File: src/rtl/ctrl_pkg.sv
// ---------------------------------------------------------------------------
// ctrl_pkg
// Shared definitions for the ARM-subset control sequencer: FSM state
// encoding, ALU opcodes driven by the controller, datapath mux-select codes
// and ARM condition-code values.
// ---------------------------------------------------------------------------
package ctrl_pkg;

    // FSM states (4-bit, also exported on the debug 'state' port)
    typedef enum logic [3:0] {
        S_RST = 4'd0,
        S_F0  = 4'd1,   // MAR <- PC
        S_F1  = 4'd2,   // instruction read wait
        S_F2  = 4'd3,   // IR load, PC <- PC + 4
        S_DEC = 4'd4,   // condition check and dispatch
        S_DP  = 4'd5,   // data-processing execute
        S_LA  = 4'd6,   // LDR address
        S_LW  = 4'd7,   // LDR memory wait
        S_LB  = 4'd8,   // LDR write-back
        S_SA  = 4'd9,   // STR address
        S_SD  = 4'd10,  // STR data into MDR
        S_SW  = 4'd11,  // STR memory wait
        S_BR  = 4'd12,  // branch: PC <- PC + offset
        S_BL  = 4'd13   // branch-with-link: R14 <- PC
    } state_t;

    // Controller-supplied ALU opcodes
    localparam logic [4:0] OP_NONE  = 5'd0;
    localparam logic [4:0] OP_SUB   = 5'd2;
    localparam logic [4:0] OP_ADD   = 5'd4;
    localparam logic [4:0] OP_PASSB = 5'd13;
    localparam logic [4:0] OP_INC4  = 5'd20;

    // MA: A-port address select
    localparam logic [1:0] MA_RN = 2'd0;    // ir[19:16]
    localparam logic [1:0] MA_RD = 2'd1;
    localparam logic [1:0] MA_PC = 2'd2;    // R15

    // MB: B-operand select
    localparam logic [1:0] MB_REG   = 2'd0;
    localparam logic [1:0] MB_SHIFT = 2'd1;
    localparam logic [1:0] MB_MDR   = 2'd2;
    localparam logic [1:0] MB_CONST = 2'd3;

    // MC: register-file write-address select
    localparam logic [2:0] MC_RD  = 3'd0;
    localparam logic [2:0] MC_R14 = 3'd2;
    localparam logic [2:0] MC_PC  = 3'd3;

    // MD: ALU opcode source
    localparam logic MD_IR = 1'b0;          // ir[24:21]
    localparam logic MD_OP = 1'b1;          // OP port

    // ME: MDR source
    localparam logic ME_MEM = 1'b0;
    localparam logic ME_ALU = 1'b1;

    // ARM condition codes (ir[31:28])
    localparam logic [3:0] COND_EQ = 4'h0;
    localparam logic [3:0] COND_NE = 4'h1;
    localparam logic [3:0] COND_CS = 4'h2;
    localparam logic [3:0] COND_CC = 4'h3;
    localparam logic [3:0] COND_MI = 4'h4;
    localparam logic [3:0] COND_PL = 4'h5;
    localparam logic [3:0] COND_VS = 4'h6;
    localparam logic [3:0] COND_VC = 4'h7;
    localparam logic [3:0] COND_HI = 4'h8;
    localparam logic [3:0] COND_LS = 4'h9;
    localparam logic [3:0] COND_GE = 4'hA;
    localparam logic [3:0] COND_LT = 4'hB;
    localparam logic [3:0] COND_GT = 4'hC;
    localparam logic [3:0] COND_LE = 4'hD;
    localparam logic [3:0] COND_AL = 4'hE;

endpackage

File: src/rtl/cond_eval.sv
// ---------------------------------------------------------------------------
// cond_eval
// Combinational ARM condition-field evaluator.
// Ports:
//   i_cond  [3:0]  condition field, ir[31:28]
//   i_flags [3:0]  N,Z,C,V on bits 3..0
//   o_pass         1 when the instruction should execute (NV/4'hF -> 0)
// ---------------------------------------------------------------------------
module cond_eval
    import ctrl_pkg::*;
(
    input  logic [3:0] i_cond,
    input  logic [3:0] i_flags,
    output logic       o_pass
);

    logic w_n;
    logic w_z;
    logic w_c;
    logic w_v;

    assign {w_n, w_z, w_c, w_v} = i_flags;

    always_comb begin
        // NOTE: default assignment first, so no path through the case leaves
        // the output unassigned and infers a latch.
        o_pass = 1'b0;
        case (i_cond)
            COND_EQ: o_pass = w_z;
            COND_NE: o_pass = ~w_z;
            COND_CS: o_pass = w_c;
            COND_CC: o_pass = ~w_c;
            COND_MI: o_pass = w_n;
            COND_PL: o_pass = ~w_n;
            COND_VS: o_pass = w_v;
            COND_VC: o_pass = ~w_v;
            COND_HI: o_pass = w_c & ~w_z;
            COND_LS: o_pass = ~w_c | w_z;
            COND_GE: o_pass = (w_n == w_v);
            COND_LT: o_pass = (w_n != w_v);
            COND_GT: o_pass = ~w_z & (w_n == w_v);
            COND_LE: o_pass = w_z | (w_n != w_v);
            COND_AL: o_pass = 1'b1;
            default: o_pass = 1'b0;     // 4'hF never executes
        endcase
    end

endmodule

File: src/rtl/control_sequencer.sv
// ---------------------------------------------------------------------------
// control_sequencer
// Hardwired control FSM for the ARM-subset datapath: fetch, condition check,
// then data-processing, LDR/STR and B/BL sequencing. Outputs are a Moore
// decode of the state register; abort is a registered one-cycle pulse.
// Ports:
//   clk, reset            rising-edge clock, synchronous active-high reset
//   ir    [31:0]          instruction register contents
//   flags [3:0]           N,Z,C,V (sampled only while decoding)
//   moc                   memory operation complete (used in wait states)
//   MA, MB, MC, MD, OP    datapath mux selects and ALU opcode
//   ME                    MDR source select
//   rf_we, ir_ld, mar_ld, mdr_ld, flags_ld   load strobes
//   mfa, rw               memory request and direction (1 = read)
//   abort                 pulse after a memory wait times out
//   state [3:0]           current state (debug)
// ---------------------------------------------------------------------------
module control_sequencer
    import ctrl_pkg::*;
#(
    parameter int unsigned MEM_TIMEOUT = 15
) (
    input  logic        clk,
    input  logic        reset,
    input  logic [31:0] ir,
    input  logic [3:0]  flags,
    input  logic        moc,
    output logic [1:0]  MA,
    output logic [1:0]  MB,
    output logic [2:0]  MC,
    output logic        MD,
    output logic [4:0]  OP,
    output logic        ME,
    output logic        rf_we,
    output logic        ir_ld,
    output logic        mar_ld,
    output logic        mdr_ld,
    output logic        flags_ld,
    output logic        mfa,
    output logic        rw,
    output logic        abort,
    output logic [3:0]  state
);

    // Last count value at which a wait may still stay put; the wait lasts
    // MEM_TIMEOUT cycles in total before aborting.
    localparam logic [3:0] C_CNT_LAST = 4'(MEM_TIMEOUT - 1);

    state_t     r_state;
    logic [3:0] r_cnt;
    logic       r_abort;

    state_t     w_dec_next;
    logic       w_cond_pass;
    logic       w_in_wait;
    logic       w_timeout;
    logic       w_unused;

    // Operand/register fields of ir are consumed by the datapath, not here.
    assign w_unused = ^{ir[22:21], ir[19:0]};

    cond_eval u_cond_eval (
        .i_cond  (ir[31:28]),
        .i_flags (flags),
        .o_pass  (w_cond_pass)
    );

    assign w_in_wait = (r_state == S_F1) || (r_state == S_LW) || (r_state == S_SW);
    // moc has priority: a completion on the last allowed cycle is not an abort.
    assign w_timeout = w_in_wait && !moc && (r_cnt == C_CNT_LAST);

    // Dispatch from S_DEC
    always_comb begin
        w_dec_next = S_F0;
        if (w_cond_pass) begin
            if (ir[27:26] == 2'b00) begin
                w_dec_next = S_DP;
            end else if (ir[27:26] == 2'b01) begin
                w_dec_next = ir[20] ? S_LA : S_SA;
            end else if (ir[27:25] == 3'b101) begin
                // BL writes R14 from the current PC before the PC is changed.
                w_dec_next = ir[24] ? S_BL : S_BR;
            end
        end
    end

    always_ff @(posedge clk) begin
        // NOTE: sequential state uses non-blocking assignments so every
        // register updates from pre-edge values regardless of statement order.
        if (reset) begin
            r_state <= S_RST;
            r_cnt   <= '0;
            r_abort <= 1'b0;
        end else begin
            r_abort <= w_timeout;
            // Count stays cleared outside waits, so each wait starts at 0.
            r_cnt   <= (w_in_wait && !moc) ? r_cnt + 4'd1 : 4'd0;

            case (r_state)
                S_RST: r_state <= S_F0;
                S_F0:  r_state <= S_F1;
                S_F1: begin
                    if (moc)            r_state <= S_F2;
                    else if (w_timeout) r_state <= S_F0;
                end
                S_F2:  r_state <= S_DEC;
                S_DEC: r_state <= w_dec_next;
                S_DP:  r_state <= S_F0;
                S_LA:  r_state <= S_LW;
                S_LW: begin
                    if (moc)            r_state <= S_LB;
                    else if (w_timeout) r_state <= S_F0;
                end
                S_LB:  r_state <= S_F0;
                S_SA:  r_state <= S_SD;
                S_SD:  r_state <= S_SW;
                S_SW: begin
                    if (moc || w_timeout) r_state <= S_F0;
                end
                S_BR:  r_state <= S_F0;
                S_BL:  r_state <= S_BR;
                default: r_state <= S_RST;
            endcase
        end
    end

    // Moore output decode
    always_comb begin
        MA       = MA_RN;
        MB       = MB_REG;
        MC       = MC_RD;
        MD       = MD_IR;
        OP       = OP_NONE;
        ME       = ME_MEM;
        rf_we    = 1'b0;
        ir_ld    = 1'b0;
        mar_ld   = 1'b0;
        mdr_ld   = 1'b0;
        flags_ld = 1'b0;
        mfa      = 1'b0;
        rw       = 1'b1;
        case (r_state)
            S_F0: begin
                MA     = MA_PC;
                MB     = MB_CONST;
                MD     = MD_OP;
                mar_ld = 1'b1;
            end
            S_F1, S_LW: begin
                mfa    = 1'b1;
                mdr_ld = 1'b1;
            end
            S_F2: begin
                ir_ld = 1'b1;
                MA    = MA_PC;
                MD    = MD_OP;
                OP    = OP_INC4;
                MC    = MC_PC;
                rf_we = 1'b1;
            end
            S_DP: begin
                MB       = MB_SHIFT;
                rf_we    = 1'b1;
                flags_ld = ir[20];
            end
            S_LA, S_SA: begin
                MB     = MB_SHIFT;
                MD     = MD_OP;
                OP     = ir[23] ? OP_ADD : OP_SUB;
                mar_ld = 1'b1;
            end
            S_LB: begin
                MB    = MB_MDR;
                MD    = MD_OP;
                OP    = OP_PASSB;
                rf_we = 1'b1;
            end
            S_SD: begin
                MA     = MA_RD;
                MD     = MD_OP;
                OP     = OP_PASSB;
                ME     = ME_ALU;
                mdr_ld = 1'b1;
            end
            S_SW: begin
                mfa = 1'b1;
                rw  = 1'b0;
            end
            S_BR: begin
                MA    = MA_PC;
                MB    = MB_SHIFT;
                MD    = MD_OP;
                OP    = OP_ADD;
                MC    = MC_PC;
                rf_we = 1'b1;
            end
            S_BL: begin
                MA    = MA_PC;
                MD    = MD_OP;
                OP    = OP_PASSB;
                MC    = MC_R14;
                rf_we = 1'b1;
            end
            default: ;
        endcase
    end

    assign abort = r_abort;
    assign state = r_state;

endmodule

File: config.mk
export PLATFORM = sky130hd
export DESIGN_NAME = control_sequencer
export DESIGN_NICKNAME = d
export VERILOG_FILES = /design/src/rtl/ctrl_pkg.sv /design/src/rtl/cond_eval.sv /design/src/rtl/control_sequencer.sv
export SDC_FILE = /design/constraint.sdc
export NUM_CORES = 1
export LEC_CHECK = 0
export ABC_AREA = 1
export ABC_CLOCK_PERIOD_IN_PS = 1800
export BUFFER_PORTS_ARGS = -buffer_cell sky130_fd_sc_hd__buf_4
export CORE_UTILIZATION = 43
export CTS_BUF_LIST = sky130_fd_sc_hd__clkbuf_8
export DETAILED_ROUTE_END_ITERATION = 6
export GPL_TIMING_DRIVEN = 0
export PLACE_DENSITY = 0.82
export RECOVER_POWER = 100
export SETUP_SLACK_MARGIN = 0.4
export SYNTH_ARGS = -nofsm -noshare
export SYNTH_HDL_FRONTEND = slang
export SYNTH_SLANG_ARGS = --single-unit
File: constraint.sdc
create_clock -name clk -period 1.8 [get_ports clk]
set_clock_uncertainty 0.1 [all_clocks]
set_input_delay 0.36 -clock clk [delete_from_list [all_inputs] [get_ports clk]]
set_output_delay 0.36 -clock clk [all_outputs]
set_load 0.03 [all_outputs]
==> results of run 1 <==
[synthesized netlist by cell type]
| cell type | instances | area share [%] |
|---|---|---|
| nand2_1 | 41 | 15 |
| dfxtp_1 | 9 | 18 |
| o22ai_1 | 2 | 1.3 |
| nand4_1 | 1 | 0.63 |
| nor3_1 | 2 | 1.0 |
| o21ai_2 | 1 | 0.88 |
| nand2_4 | 1 | 1.1 |
| nor2_4 | 4 | 4.5 |
| o211ai_1 | 1 | 0.75 |
| nand3b_1 | 2 | 1.5 |
| inv_2 | 5 | 1.9 |
| nand3b_4 | 1 | 2.0 |
| buf_2 | 1 | 0.50 |
| inv_1 | 25 | 9.4 |
| a31oi_1 | 1 | 0.63 |
| nor2_2 | 2 | 1.3 |
| nand2_2 | 3 | 1.9 |
| a21oi_1 | 10 | 5.0 |
| xor2_1 | 1 | 0.88 |
| o2111ai_1 | 1 | 0.88 |
| a211oi_1 | 1 | 0.75 |
| nor2_1 | 30 | 11 |
| conb_1 | 1 | 0.38 |
| buf_4 | 3 | 2.3 |
| nand3_1 | 21 | 11 |
| xnor2_1 | 1 | 0.88 |
| o21ai_0 | 4 | 2.0 |
| ha_1 | 2 | 2.5 |
[layer usage]
layer  overflow  global-route usage (%)
met5          0                       0
met2         51                     104
met4         28                    96.7
met3          0                    47.0
met1          0                    72.1
[kinds of logic after synthesis]
logic type / Yosys count / synth area share [%]
adders and majority gates: 2 / 2.51
DFF: 9 / 18.0
other: 1 / 0.376
buffers and inverters: 34 / 14.0
and+or+nand+nor: 108 / 51.1
xor gates and xnor gates: 2 / 1.75
AOI/OAI and AO/OA: 21 / 12.2
[timing repair]
item,in CTS
resized for setup,57
pin swaps,16
setup buffers,20
setup endpoints to repair,23
hold buffers,0
[through the flow]
step                      util [%]  TNS [ns]  cells
after CTS                     86.0   -0.0778    269
after detailed placement      66.2         0    245
after global placement        66.2         0    245
after floorplan                  -         0    177
==> impl_results.md, run 1 <==
- Syn_area_per_cell: 5.64 um2
- Unique cell type count in the Yosys netlist: 28
- Total CTS buffers: 3
- Number of port buffers: 40
- Setup Slack @ Placement: 0.0980 ns
- Die W: 50.2 um
- DIE HEIGHT: 50.2 um
- Clock sinks: 9
- H-tree Lvls: 1
- Post-DP HPWL: 2.37 mm
- Global Route Usage Sum: 77.4%
- Clk root buf: clkbuf_8
- Gr ovfl total: 79
- Rows: 17
- Sequential area share after synthesis: 18.0%
- Worst-path end type: output port
- Deepest clock path buffer count: 2
- Pin count of the biggest net entering global routing: 9
- I/O Pins: 65
- Gate Count Post-Synth: 177
- Gpl congestion: 0.922
- Stop err: [ERROR GRT-0232] Routing congestion too high. Check the congestion heatmap in the GUI.
- Grt repair worst endpoint: OP[1]
- Flops & latches, synth: 9
- Placed inst area: 1450 um2
- Halt Stage: global routing (5_1_grt)
- Starting Density: 45.6%
- Status: aborted with a tool error
- Synthesized area: 998 um2
- Syn nets: 218
- Synth Warn #: 0
==> run 2, diff against run 1 <==
CORE_AREA = 2 2 63 65   (was unset)
CORE_UTILIZATION = unset   (was 43)
CTS_BUF_LIST = unset   (was sky130_fd_sc_hd__clkbuf_8)
DIE_AREA = 0 0 65 67   (was unset)
PLACE_DENSITY = unset   (was 0.82)
PLACE_DENSITY_LB_ADDON = 0.15   (was unset)
SETUP_SLACK_MARGIN = unset   (was 0.4)
==> run 2 against run 1 <==
Against the previous run:
- the flow now finishes, with violations (setup timing)
- area after synthesis is the same
- synthesized cell count is the same
==> impl_results.md, run 2 <==
- Static leakage: 0.843 nW
- Nets: 274
- Detailed-route wire length per cell: 10.8 um
- CP Class: reg -> out
- Slowest cell on crit path: dfxtp_4
- CP Capture Type: output pin
- Synth-to-layout area growth: 67.8%
- Failing checks: setup timing
- Post-Route WL: 3.03 mm
- DIE HEIGHT: 67 um (was 50.2 um)
- Final worst slack: -0.0273 ns
- Flops & latches, synth: 9 (unchanged)
- Final setup violation count: 4
- Total CTS buffers: 3 (unchanged)
- Gr ovfl total: 0
- CP Launch Type: register
- Synthesized area: 998 um2 (unchanged)
- HP Class: in -> reg
- Maximum clock frequency: 0.547 GHz
- Global Route Usage Sum: 13.4%
- Unique cell type count in the Yosys netlist: 28 (unchanged)
- Number of synthesized flops with an enable pin: 0 (unchanged)
- Most frequent cell on the critical path: buf_6
- H-tree Lvls: 1 (unchanged)
- Starting Density: 27.7% (was 45.6%)
- Cts hold-fix bufs: 0 (unchanged)
- Die W: 65 um (was 50.2 um)
- Rows: 22 (was 17)
- Clk Latency, worst-skew pair: 0.23 ns
- VDD IR max: 611 uV
- Commonest cells post-synth: nand2_1, nor2_1, inv_1 (unchanged)
- Final Hold Viols: 0
- Gate Count Post-Synth: 177 (unchanged)
- Top-count cell post-synth: nand2_1 (unchanged)
- DR iter-0 viols: 42
- R2r worst-path depth: 9
- Post-DP HPWL: 2.21 mm (was 2.37 mm)
- Final period util: 102%
- Number of port buffers: 40 (unchanged)
- Clock sinks: 9 (unchanged)
- Status: finished, violations left (was aborted with a tool error)
- Post-route ant nets: 0
- CP required: 1.34 ns
- Max-cap viol count: 0
- Syn nets: 218 (unchanged)
- Area share of the leading cell type in the synthesized netlist: 18.0% (unchanged)
- WP data arrival: 1.37 ns
- Gpl congestion: 0.778 (was 0.922)
- CP peak stage delay: 0.39 ns
- Worst setup startpoint: state[0]
- Core area: 3610 um2
- Top cells by area, synth: dfxtp_1, nand2_1, nor2_1 (unchanged)
- Ant. Diodes: 0
- Die ar.: 4360 um2
- Reg2reg end: state[0]
- Share of cells above drive strength 1: 44.8%
- Clk root buf: clkbuf_8 (unchanged)
- Via-to-Cell Ratio: 4.52
- Pin count of the biggest net entering global routing: 9
- Deepest clock path buffer count: 2 (unchanged)
- I/O Pins: 65 (unchanged)
- Commonest non-fill, non-tap cell in the layout: buf_4
- RSZ-0062 raised after global routing: yes
- Commonest non-fill, non-tap cells in the layout: buf_4, nand2_1, nand3_1
- Area of the multi-input gates: 807 um2
- Sequential area share after synthesis: 18.0% (unchanged)
- Reg-to-reg setup timing slack: 0.18 ns
- Global-route wire length before repair: 4.68 mm
- Remaining DRCs: 0
- Async S/R FF share, synth: 0% (unchanged)
- Setup Slack @ Placement: 0.0827 ns (was 0.0980 ns)
- CP Max Fanout: 7
- Post-layout min period: 1.83 ns
- Cell taking the most area after synthesis: dfxtp_1 (unchanged)
- Vias in the first global route: 1101
- Register Area: 195 um2
- Pins Over Slew Limit: 0
- CP endpoint: OP[2]
- Layout Utilization: 46.5%
- Vias: 1266
- R2R Path Start: state[0]
- CTS tree: done
- Synth Warn #: 0 (unchanged)
- Layout fillers: 372
- Ys flop type: dfxtp_1 (unchanged)
- Clock-pin slew on the worst setup and hold paths: 0.04 ns
- Antenna violations before repair: 0
- CP Cell Sequence: buf_6 -> nand2_8 -> o21ai_4 -> a21oi_2 -> nand3_1 -> buf_6
- Power per cell area: 677 nW/um2
- Drt first pass iters: 4
- Syn_area_per_cell: 5.64 um2 (unchanged)
-- run 2: cell type report --
cell class / instances / area share [%]
plain buffers: 4 / 1.64
clock buffers: 4 / 2.69
inverters: 30 / 7.17
multi-input cells: 134 / 48.2
flip-flops and latches: 9 / 11.7
well taps: 48 / 3.58
repair buffers: 51 / 25.1
-- run 2: metrics by stage --
step	setup TNS [ns]	power [W]	hold WS, ns	cell area, um2	instances
after CTS	-0.0235	0.00103	0.205	1530	272
final	-0.0774	0.00113	0.211	1680	280
after detailed placement	0	0.000754	0.361	1390	265
after floorplan	0	0.000581	0.322	1030	177
after global routing	-0.740	0.00121	0.208	1680	280
after global placement	0	0.000759	0.350	1390	265
-- run 2: worst max-delay path, delay by kind of cell, from the launching register on --
kind	cells	cell delay, ns
buf+inv	2	0.26
compound gates	2	0.32
simple gates	2	0.17
flops	1	0.39
-- run 2: cells by family (layout without fill, tap and decap cells) --
kind of cell    Yosys count  in the layout  share of synthesized area, %
fa+ha+maj                 2              2                          2.51
flops                     9              9                          18.0
simple gates            108            108                          51.1
xor+xnor                  2              2                          1.75
compound gates           21             21                          12.2
buf+inv                  34             89                          14.0
other cells               1              1                         0.376
-- run 2: worst min-delay path by stage --
stage	startpoint	endpoint	slack [ns]	cells after the start
2_1_floorplan	reset	state[0]	0.32	1
3_3_place_gp	r_cnt[0]	r_cnt[0]	0.35	1
3_5_place_dp	r_cnt[0]	r_cnt[0]	0.36	1
4_1_cts	reset	state[0]	0.21	2
5_1_grt	reset	state[0]	0.21	2
6_report	reset	state[0]	0.21	2
-- run 2: power by group --
part,switching [W],internal (W),total [W],leakage [nW]
clock,0.0000717,0.000154,0.000225,0.0228
combinational,0.000394,0.000269,0.000663,0.745
sequential,0.0000302,0.000215,0.000246,0.0758
total,0.000496,0.000638,0.00113,0.843
-- run 2: routing by layer --
metal / global-route usage (%) / routed length (um) / share of wire (%) / up-vias
met5: 0 / 0 / 0 / -
met4: 3.19 / 12 / 0.40 / 0
met3: 3.55 / 191 / 6.3 / 4
met2: 22.9 / 1450 / 48 / 48
met1: 16.8 / 1370 / 45 / 543
li1: - / - / - / 671
-- run 2: what timing repair did --
action,4_1_cts,5_1_grt
pin swaps,4,8
setup buffers,3,8
gates resized for setup,21,29
endpoints found under the setup margin,11,12
No activity file was read; power rests on OpenSTA's default activity.
==> run 3, diff against run 2 <==
REMOVE_ABC_BUFFERS = 1   (was unset)
==> run 3 against run 2 <==
Against the previous run:
- the flow still finishes with violations (setup timing)
- first-iteration DRC count rose by 48%
- global-route usage rose by 0.46 points
- critical path depth rose by 1
- fmax rose by 0.83%
- final area fell by 2.3%
- final cell count rose by 0.71%
- routed wire length barely moved
- flip-flop and latch count did not move
- critical endpoint unchanged
==> impl_results.md, run 3 (synthesis results as in run 2) <==
- Status: finished, violations left (unchanged)
- Failing checks: setup timing (unchanged)
- DR iter-0 viols: 62 (was 42)
- Detailed-route wire length per cell: 10.8 um (about the same)
- CP required: 1.34 ns (about the same)
- Clk root buf: clkbuf_8 (unchanged)
- CP Max Fanout: 5 (was 7)
- Remaining DRCs: 0 (unchanged)
- CTS tree: done (unchanged)
- Die ar.: 4360 um2 (unchanged)
- Vias: 1271 (was 1266)
- Rows: 22 (unchanged)
- Final Hold Viols: 0 (unchanged)
- Global routing usage on met1: 16.4% (was 16.8%)
- Worst Hold Depth: 2 (unchanged)
- CP Depth: 7 (was 6)
- Reg power frac: 22.4% (was 21.6%)
- Setup TNS: -0.0303 ns (was -0.0774 ns)
- Gpl congestion: 0.780 (was 0.778)
- Global routing usage on met3: 2.53% (was 3.55%)
- P_sw: 0.000482 W (was 0.000496 W)
- Clock sinks: 9 (unchanged)
- Number of port buffers: 41 (was 40)
- Crit path max-delay family: simple AND/OR/NAND/NOR gates (was flip-flops)
- Post-Route WL: 3.03 mm (about the same)
- RSZ-0062 raised after global routing: yes (unchanged)
- Power per cell area: 680 nW/um2 (was 677 nW/um2)
- Slowest cell on crit path: dfxtp_4 (unchanged)
- Share of cells above drive strength 1: 43.2% (was 44.8%)
- Vias in the first global route: 1161 (was 1101)
- Clk Latency, worst-skew pair: 0.23 ns (about the same)
- CP Capture Type: output pin (unchanged)
- Clock share of power: 20.7% (was 19.9%)
- DP Cell Count: 262 (was 265)
- Busiest grt layer: met2 (unchanged)
- Maximum clock frequency: 0.552 GHz (was 0.547 GHz)
- Layout fillers: 397 (was 372)
- Core area: 3610 um2 (unchanged)
- CP Class: reg -> out (unchanged)
- WP buf/inv: 3 (was 2)
- HP Class: in -> reg (unchanged)
- Ant. Diodes: 0 (unchanged)
- Final setup violation count: 3 (was 4)
- DIE HEIGHT: 67 um (unchanged)
- Total CTS buffers: 3 (unchanged)
- Nets: 276 (was 274)
- Placed inst area: 1340 um2 (was 1390 um2)
- Global Route Usage Sum: 13.9% (was 13.4%)
- Global-route wire length before repair: 4.82 mm (was 4.68 mm)
- Commonest non-fill, non-tap cell in the layout: buf_4 (unchanged)
- Post-DP HPWL: 2.26 mm (was 2.21 mm)
- Register Area: 195 um2 (unchanged)
- Static leakage: 0.840 nW (was 0.843 nW)
- Int Power: 0.000630 W (was 0.000638 W)
- Post-route ant nets: 0 (unchanged)
- Switch share: 43.3% (was 43.7%)
- WP data arrival: 1.35 ns (was 1.37 ns)
- Pins Over Slew Limit: 0 (unchanged)
- Via-to-Cell Ratio: 4.51 (was 4.52)
- Antenna violations before repair: 0 (unchanged)
- Drt first pass iters: 4 (unchanged)
- Met2 usage: 25.9% (was 22.9%)
- Final period util: 101% (was 102%)
- CP peak stage delay: 0.37 ns (was 0.39 ns)
- CP Cell Sequence: nor2_4 -> inv_4 -> nor2_4 -> buf_4 -> a21oi_2 -> nand3_1 -> buf_6 (was buf_6 -> nand2_8 -> o21ai_4 -> a21oi_2 -> nand3_1 -> buf_6)
- Die W: 65 um (unchanged)
- Synth-to-layout area growth: 63.9% (was 67.8%)
- H-tree Lvls: 1 (unchanged)
- R2r worst-path depth: 11 (was 9)
- VDD IR max: 358 uV (was 611 uV)
- Deepest clock path buffer count: 2 (unchanged)
- Final worst slack: -0.0122 ns (was -0.0273 ns)
- Final std cells w/o fill: 282 (was 280)
- CP Launch Type: register (unchanged)
- Commonest non-fill, non-tap cells in the layout: buf_4, nand2_1, nand3_1 (unchanged)
- Post-layout min period: 1.81 ns (was 1.83 ns)
- Most frequent cell on the critical path: nor2_4 (was buf_6)
- Clock-pin slew on the worst setup and hold paths: 0.04 ns (about the same)
- Gr ovfl total: 0 (unchanged)
- Worst hold slack: 0.200 ns (was 0.211 ns)
- Combinational fraction of design power: 56.9% (was 58.5%)
- Area of the multi-input gates: 773 um2 (was 807 um2)
- Pin count of the biggest net entering global routing: 9 (unchanged)
- Starting Density: 27.7% (unchanged)
- I/O Pins: 65 (unchanged)
- Max-cap viol count: 0 (unchanged)
- Post-route cell area: 1640 um2 (was 1680 um2)
[run 3: through the flow]
step / setup WS (ns) / power [W] / util [%]
floorplan: -0.754 / 0.000566 / -
global placement: 0.0261 / 0.000746 / 37.1
detailed placement: 0.0444 / 0.000741 / 37.1
CTS: -0.00404 / 0.00104 / 42.2
global route: -0.121 / 0.00119 / 45.4
finish: -0.0122 / 0.00111 / 45.4
[run 3: area by class of cell]
cell class / instances / area share (%)
clock buffers: 4 / 2.75
inverters: 30 / 7.34
multi-input cells: 134 / 47.2
flip-flops and latches: 9 / 11.9
well taps: 48 / 3.67
repair buffers: 57 / 27.1
[run 3: layer usage]
layer / up-vias / routed length [um]
li1: 679 / -
met4: 0 / 14
met2: 25 / 1550
met1: 565 / 1330
met3: 2 / 132
met5: - / 0
[run 3: power by group through the flow]
stage / registers (W) / logic (W) / clock network (W)
2_1_floorplan: 0.000256 / 0.000310 / 0
3_3_place_gp: 0.000240 / 0.000506 / 0
3_5_place_dp: 0.000238 / 0.000503 / 0
4_1_cts: 0.000244 / 0.000553 / 0.000243
5_1_grt: 0.000253 / 0.000688 / 0.000251
6_report: 0.000249 / 0.000633 / 0.000230
[run 3: what timing repair did]
action / 4_1_cts / 5_1_grt
buffers inserted: 5 / 11
gates cloned: 0 / 0
endpoints found under the setup margin: 15 / 13
hold buffers: 0 / 0
pin swaps: 8 / 9
resized for setup: 33 / 16
[run 3: final timing paths]
path	from	end	slack, ns
min reg2reg	r_cnt[0]	r_cnt[0]	0.36
min	reset	state[2]	0.20
max	state[2]	OP[2]	-0.01
max reg2reg	state[0]	state[0]	0.15
